$ cat config.mk
export PLATFORM = sky130hd
export DESIGN_NAME = usb_tx_serializer
export DESIGN_NICKNAME = d
export VERILOG_FILES = /design/src/rtl/usb_tx_serializer.sv
export SDC_FILE = /design/constraint.sdc
export NUM_CORES = 1
export LEC_CHECK = 0
export CAP_MARGIN = 20
export CORE_MARGIN = 3
export CORE_UTILIZATION = 50
export CTS_CLUSTER_DIAMETER = 120
export DETAILED_ROUTE_END_ITERATION = 8
export GPL_TIMING_DRIVEN = 0
export PLACE_DENSITY = 0.73
export RECOVER_POWER = 25
export SKIP_LAST_GASP = 1
export SLEW_MARGIN = 10
export SYNTH_ARGS = -nofsm -noshare
export SYNTH_HDL_FRONTEND = slang
export SYNTH_SLANG_ARGS = --single-unit
$ cat constraint.sdc
create_clock -name clk -period 4.8 [get_ports clk]
set_clock_uncertainty 0.15 [all_clocks]
set_input_delay 0.48 -clock clk [delete_from_list [all_inputs] [get_ports clk]]
set_output_delay 0.48 -clock clk [all_outputs]
set_load 0.005 [all_outputs]
$ cat src/rtl/usb_tx_serializer.sv
// usb_tx_serializer: full-speed USB TX line stage. A fractional bit
// timer (8,8,9 clocks) paces an LSB-first shifter with bit stuffing
// and NRZI, driving D+/D- including SE0 for EOP.
// Ports: clk, rst (async, high), enable_timer, clear_timer,
//   load_enable, data_pts[7:0], state_val[2:0] in;
//   shift_strobe, flag, dplus, dminus out.
// Build option: define TX_STUFF_CNT_EN to add stuff_count[7:0],
//   a saturating count of inserted stuff bits.
module usb_tx_serializer #(
    parameter int BASE_CLKS  = 8,
    parameter int LONG_EVERY = 3,
    parameter int STUFF_LEN  = 6
) (
    input  logic       clk,
    input  logic       rst,
    input  logic       enable_timer,
    input  logic       clear_timer,
    input  logic       load_enable,
    input  logic [7:0] data_pts,
    input  logic [2:0] state_val,
    output logic       shift_strobe,
    output logic       flag,
    output logic       dplus,
    output logic       dminus
`ifdef TX_STUFF_CNT_EN
    ,
    output logic [7:0] stuff_count
`endif
);

    localparam int CW = $clog2(BASE_CLKS + 1);
    localparam int PW = (LONG_EVERY > 1) ? $clog2(LONG_EVERY) : 1;
    localparam int OW = $clog2(STUFF_LEN + 1);

    typedef enum logic [1:0] {
        IDLE_J,
        DATA,
        STUFF,
        SE0
    } state_t;

    state_t        state;
    logic [CW-1:0] count;
    logic [PW-1:0] phase;
    logic [2:0]    bit_cnt;
    logic [OW-1:0] ones;
    logic [7:0]    sr;
    logic          level;

    logic          long_bit;
    logic [CW-1:0] last;
    logic          period_end;
    logic          is_idle;
    logic          is_se0;
    logic          hold_line;
    logic          cur_bit;
    logic          next_level;
    logic [OW-1:0] ones_inc;

    assign long_bit   = (phase == PW'(LONG_EVERY - 1));
    assign last       = long_bit ? CW'(BASE_CLKS) : CW'(BASE_CLKS - 1);
    assign period_end = enable_timer && !clear_timer && (count == last);

    // Idle and SE0 force the line at once; data states wait for a
    // period boundary.
    assign is_idle   = (state_val == 3'd0);
    assign is_se0    = (state_val[2:1] == 2'b11);
    assign hold_line = is_idle || is_se0;

    // NRZI: a 0 toggles the line level, a 1 keeps it.
    assign cur_bit    = sr[0];
    assign next_level = cur_bit ? level : ~level;
    assign ones_inc   = ones + 1'b1;

    always_ff @(posedge clk or posedge rst) begin
        if (rst) begin
            state        <= IDLE_J;
            count        <= '0;
            phase        <= '0;
            bit_cnt      <= '0;
            ones         <= '0;
            sr           <= '0;
            level        <= 1'b1;
            shift_strobe <= 1'b0;
            flag         <= 1'b0;
            dplus        <= 1'b1;
            dminus       <= 1'b0;
`ifdef TX_STUFF_CNT_EN
            stuff_count  <= '0;
`endif
        end else begin
            shift_strobe <= 1'b0;
            flag         <= 1'b0;

            if (period_end) begin
                count <= '0;
                phase <= long_bit ? '0 : phase + 1'b1;
            end else if (enable_timer && !clear_timer) begin
                count <= count + 1'b1;
            end

            if (hold_line) begin
                // The TX FSM still waits on strobes during EOP/idle.
                state        <= is_idle ? IDLE_J : SE0;
                level        <= 1'b1;
                ones         <= '0;
                dplus        <= is_idle;
                dminus       <= 1'b0;
                shift_strobe <= period_end;
            end else if (period_end) begin
                if (state == STUFF) begin
                    // Stuffed 0: toggle only, data path stalls.
                    level  <= ~level;
                    dplus  <= ~level;
                    dminus <= level;
                    ones   <= '0;
                    state  <= DATA;
`ifdef TX_STUFF_CNT_EN
                    if (stuff_count != 8'hFF)
                        stuff_count <= stuff_count + 8'd1;
`endif
                end else begin
                    level        <= next_level;
                    dplus        <= next_level;
                    dminus       <= ~next_level;
                    shift_strobe <= 1'b1;
                    sr           <= {1'b0, sr[7:1]};
                    bit_cnt      <= bit_cnt + 3'd1;
                    if (bit_cnt == 3'd7)
                        flag <= 1'b1;
                    if (cur_bit) begin
                        ones  <= ones_inc;
                        state <= (ones_inc == OW'(STUFF_LEN)) ? STUFF : DATA;
                    end else begin
                        ones  <= '0;
                        state <= DATA;
                    end
                end
            end

            // A fresh byte overrides the shift of the same cycle.
            if (load_enable) begin
                sr      <= data_pts;
                bit_cnt <= '0;
            end

            if (clear_timer) begin
                count   <= '0;
                phase   <= '0;
                bit_cnt <= '0;
                ones    <= '0;
                if (!hold_line && state == STUFF)
                    state <= DATA;
`ifdef TX_STUFF_CNT_EN
                stuff_count <= '0;
`endif
            end
        end
    end

endmodule

# [Word level (Yosys, flattened, before mapping)]
# Cells that the tools add are included.
[word_totals] wordCells=86 output_inout_bits=4 inputBits=16 ff_bits=27
[op_classes] mux=44 n_eq_ne=10 addsub=4 bitwise_logic=2 reduce_logical=15
[op_table] op="$mux W8" count=4
[op_table] op="$mux W3" count=10
[op_table] op="$mux W2" count=11
[op_table] op="$mux W4" count=4
[op_table] op="$mux W1" count=15
[op_table] op="$reduce_bool A3 Y1" count=3
[op_table] op="$add A3 B1 Y3 const B" count=2
[op_table] op="$eq A2 B2 Y1 const B" count=3
[op_table] op="$eq A3 B3 Y1 const B" count=2
[op_table] op="$ne A3 B3 Y1 const B" count=2
[op_table] op="$reduce_and A3 Y1" count=2
[op_table] op="$reduce_bool A2 Y1" count=3
[op_table] op="$add A4 B1 Y4 const B" count=1
[op_table] op="$eq A4 B4 Y1" count=1
[op_table] op="$ne A2 B2 Y1 const B" count=2
[op_table] op="$logic_and A1 B1 Y1" count=3
[op_table] op="$logic_not A3 Y1" count=1
[op_table] op="$add A2 B1 Y2 const B" count=1
[op_table] op="$logic_not A1 Y1" count=2
[op_table] op="$not A1 Y1" count=2
[op_table] op="$logic_or A1 B1 Y1" count=1

# [Longest topological paths before layout]
[logic_depth] word_depth=9 mapped_depth=6 ltp_nobuf=4

# [Least setup slack after synthesis]
# No wires, ideal clock.
[synth_path] kind="in2reg" from="input enable_timer" to="register ones[2]" setup_slack_ns=2.907 required_time_ns=4.555 stages=5 setup_time_ns=0.095 path_buffers=1 arrival_ns=1.648 path_cell_list="nand4_2 -> or4_4 -> buf_6 -> a2111o_1 -> o31ai_1"
[synth_between] elab_chain_len=3
[synth_lines] item="start, declared" line_no="16" source="input logic enable_timer,"
[synth_lines] item="$logic_and A1 B1 Y1 (2 in series)" line_no="62" source="assign period_end = enable_timer && !clear_timer && (count == last);"
[synth_lines] item="$reduce_bool A3 Y1 (no line)"
[synth_lines] item="end signal, assigned" line_no="132" source="ones <= ones_inc;"
[synth_lines] item="end, declared" line_no="46" source="logic [OW-1:0] ones;"
# Every way passes these cells.
# A chain may end at the register's enable or synchronous reset.

# [Final worst setup path]
[layout_path] from="input enable_timer" to="register bit_cnt[0]"
[layout_between] elab_chain_len=4
[layout_lines] item="$logic_and A1 B1 Y1 (2 in series)" line_no="62"
[layout_lines] item="$reduce_bool A3 Y1 (no line)"
[layout_lines] item="$reduce_and A3 Y1 (no line)"
[layout_lines] item="end signal, assigned" line_no="128" source="bit_cnt <= bit_cnt + 3'd1;"
[layout_lines] item="end, declared" line_no="45" source="logic [2:0] bit_cnt;"
# Every way passes these cells.

==> results.py <==
metrics = {
    "final_layout": {
        "antenna_cells": 0,
        "multi_input_area_um2": 805,
        "final_cell_area_mm2": 0.00179,
        "fillers": 235,
        "final_common_cell": "dfrtp_1",
        "utilization_pct": 63.2,
        "final_cell_mix": "dfrtp_1, nand3_1, clkdlybuf4s50_1, nand2_1, nor2b_1",
        "area_growth_pct": 16.9,
        "final_cells": 213,
        "nets": 204,
        "drive_gt1_share_pct": 6.59,
        "ff_latch_area_um2": 678,
    },
    "cts": {
        "insertion_delay_ns": 0.33,
        "cts_resized": 0,
        "clock_sinks": 27,
        "cts_buffers": 3,
        "clock-root-buffer": "clkbuf_4",
        "ctsHoldBuffers": 0,
        "cts_max_level": 1,
        "cts_tree": "built",
        "cts_buffer_depth": 2,
        "clkTransAtPathRegs_ns": 0.15,
        "cts_setup_buffers": 0,
    },
    "place": {
        "io_buffer_count": 19,
        "dp.cells": 208,
        "hpwl_um": 2500,
        "gp_routability_congestion": 0.774,
        "dpl_cell_area_mm2": 0.00176,
    },
    "floorplan": {
        "start_util_pct": 54.0,
        "rows": 19,
        "die-area_mm2": 0.00376,
        "core_mm2": 0.00283,
        "die_width_um": 61.3,
        "die_h_um": 61.3,
        "io_pins": 20,
    },
    "timing": {
        "finalCritPeriodShare_pct": 52.3,
        "tightest_slew_ns": 1.17,
        "final-setup-viol-count": 0,
        "fmax_ghz": 0.398,
        "slew_headroom_pct": 22.1,
        "drv_slew": 0,
        "hold_viol_final": 0,
        "hold_slack_ns": 0.323,
        "rsz0062_at_grt": "no",
        "min_period_ns": 2.51,
        "tns_ns": 0,
    },
    "synthesis": {
        "yosysSeqAreaShare_pct": 44.4,
        "syn_avg_cell_area_um2": 9.68,
        "ys.flop_type": "dfrtp_1",
        "ys_ff_latch": 27,
        "synthArstFlopShare_pct": 100,
        "synthDistinctLibCells": 41,
        "synth_area_mm2": 0.00153,
        "synth_nets": 179,
        "syn_inst": 158,
        "synth_edf_count": 0,
        "synth_warnings": 0,
    },
    "routing": {
        "vias_per_cell": 6.22,
        "drc_errors": 0,
        "vias": 1325,
        "first_pass_iters": 4,
        "routedWlPerCell_um": 16.2,
        "drtAntennaViolNets": 0,
        "wl_um": 3450,
        "first_iter_violations": 137,
    },
    "power_and_ir_drop": {
        "vdd_drop_max_mv": 0.172,
        "p_per_area_mw_per_mm2": 243,
        "p_leak_nw": 0.761,
    },
    "setup_path": {
        "critPathLaunchType": "input port",
        "worstPathArrival_ns": 2.62,
        "end_kind": "register",
        "crit_path_max_fanout": 10,
        "rrSetupSlack_ns": 2.52,
        "worst-path-buf-inv": 1,
        "slowest_delay_ns": 0.58,
        "cpMaxStageDelayCell": "clkdlybuf4s50_1",
        "path_class": "input port to register",
        "path_cells": "clkdlybuf4s50_1, nor4b_1, nand4b_1, a21oi_2, mux2i_1",
        "cp.required_ns": 4.91,
        "path_delay_family": "simple AND/OR/NAND/NOR gates",
    },
    "global_routing": {
        "antenna_found_initial": 0,
        "grt_max_degree": 28,
        "grtUsageTotal_pct": 20.1,
        "gr-total-overflow": 0,
        "grt_pass1_wl_um": 5720,
        "grt_pass1_vias": 1294,
    },
    "status": {
        "outcome": "complete, no violations",
    },
    "min_path": {
        "hold_class": "input port to asynchronous set/reset pin",
    },
    "flow_run": {
        "cap_violations": 0,
    },
}
[path summary, 6_finish.rpt]
check / from / end / cells after the start
max in group asynchronous: rst / count[3]$_DFFE_PP0P_ / 3
worst min-delay path: rst / sr[3]$_DFFE_PP0P_ / 2
min in group clk: dminus$_DFFE_PP0P_ / dminus$_DFFE_PP0P_ / 1
worst max register to register: count[0]$_DFFE_PP0P_ / bit_cnt[0]$_DFFE_PP0P_ / 4
worst max-delay path: enable_timer / bit_cnt[0]$_DFFE_PP0P_ / 5
worst min register to register: dminus$_DFFE_PP0P_ / dminus$_DFFE_PP0P_ / 1
[kinds of logic after synthesis]
| kind of cell | Yosys count | share of synthesized area [%] |
|---|---|---|
| flip-flops | 27 | 44.4 |
| buffers and inverters | 10 | 3.03 |
| XOR/XNOR | 4 | 2.29 |
| multiplexers | 5 | 3.27 |
| AND/OR/NAND/NOR | 73 | 26.2 |
| adder cells (fa/ha/maj) | 5 | 4.09 |
| AO/OA/AOI/OAI | 34 | 16.8 |
[layout make-up]
class                           count  area share (%)
Inverter                            3           0.630
Tap cell                           31            2.17
Multi-Input combinational cell    121            45.0
Clock buffer                        4            1.47
Sequential cell                    27            37.9
Timing Repair Buffer               20            10.8
Buffer                              7            1.96
[sequential cells by signal, indices dropped and copies added (netlist names)]
| signal | count |
|---|---|
| sr | 8 |
| level | 1 |
| phase | 2 |
| count | 4 |
| flag | 1 |
| dplus | 1 |
| ones | 3 |
| bit_cnt | 3 |
| dminus | 1 |
| state | 2 |
| shift_strobe | 1 |
[per-stage QoR]
stage	total power [mW]	setup slack, ns
2_1_floorplan	0.306	2.91
3_3_place_gp	0.334	2.04
3_5_place_dp	0.338	1.97
4_1_cts	0.438	2.32
5_1_grt	0.457	2.01
6_report	0.434	2.29
[Yosys cell counts (all sizes together), types with 2 or more instances]
cell / instances / share of area (%)
mux2i: 5 / 3.3
clkbuf: 5 / 1.2
ha: 5 / 4.1
a21oi: 7 / 2.5
and2: 3 / 1.2
nor2: 4 / 0.98
dfstp: 2 / 3.4
nand2b: 2 / 0.82
dfrtp: 25 / 41
xor2: 3 / 1.7
a211o: 3 / 1.7
nand3: 19 / 6.2
buf: 2 / 1.1
or3: 4 / 1.6
inv: 3 / 0.74
o211ai: 6 / 2.9
nand2: 17 / 4.2
o221ai: 2 / 1.1
nor3: 6 / 2.0
a22oi: 8 / 3.9
nor2b: 9 / 3.7
and3: 2 / 0.82
[where the power goes]
part	internal, mW	switching, mW
combinational	0.0382	0.0451
clock	0.0326	0.0674
sequential	0.243	0.00765
[layer usage]
metal	part of all wire [%]	global-route usage, %	wire length [µm]	vias up
met5	0	0	0	-
met4	0.58	5.88	20	0
met3	5.7	2.94	196	4
met2	50	36.4	1740	40
met1	43	24.5	1490	643
li1	-	-	-	638
Note: power is estimated with default switching activity, not from simulation.
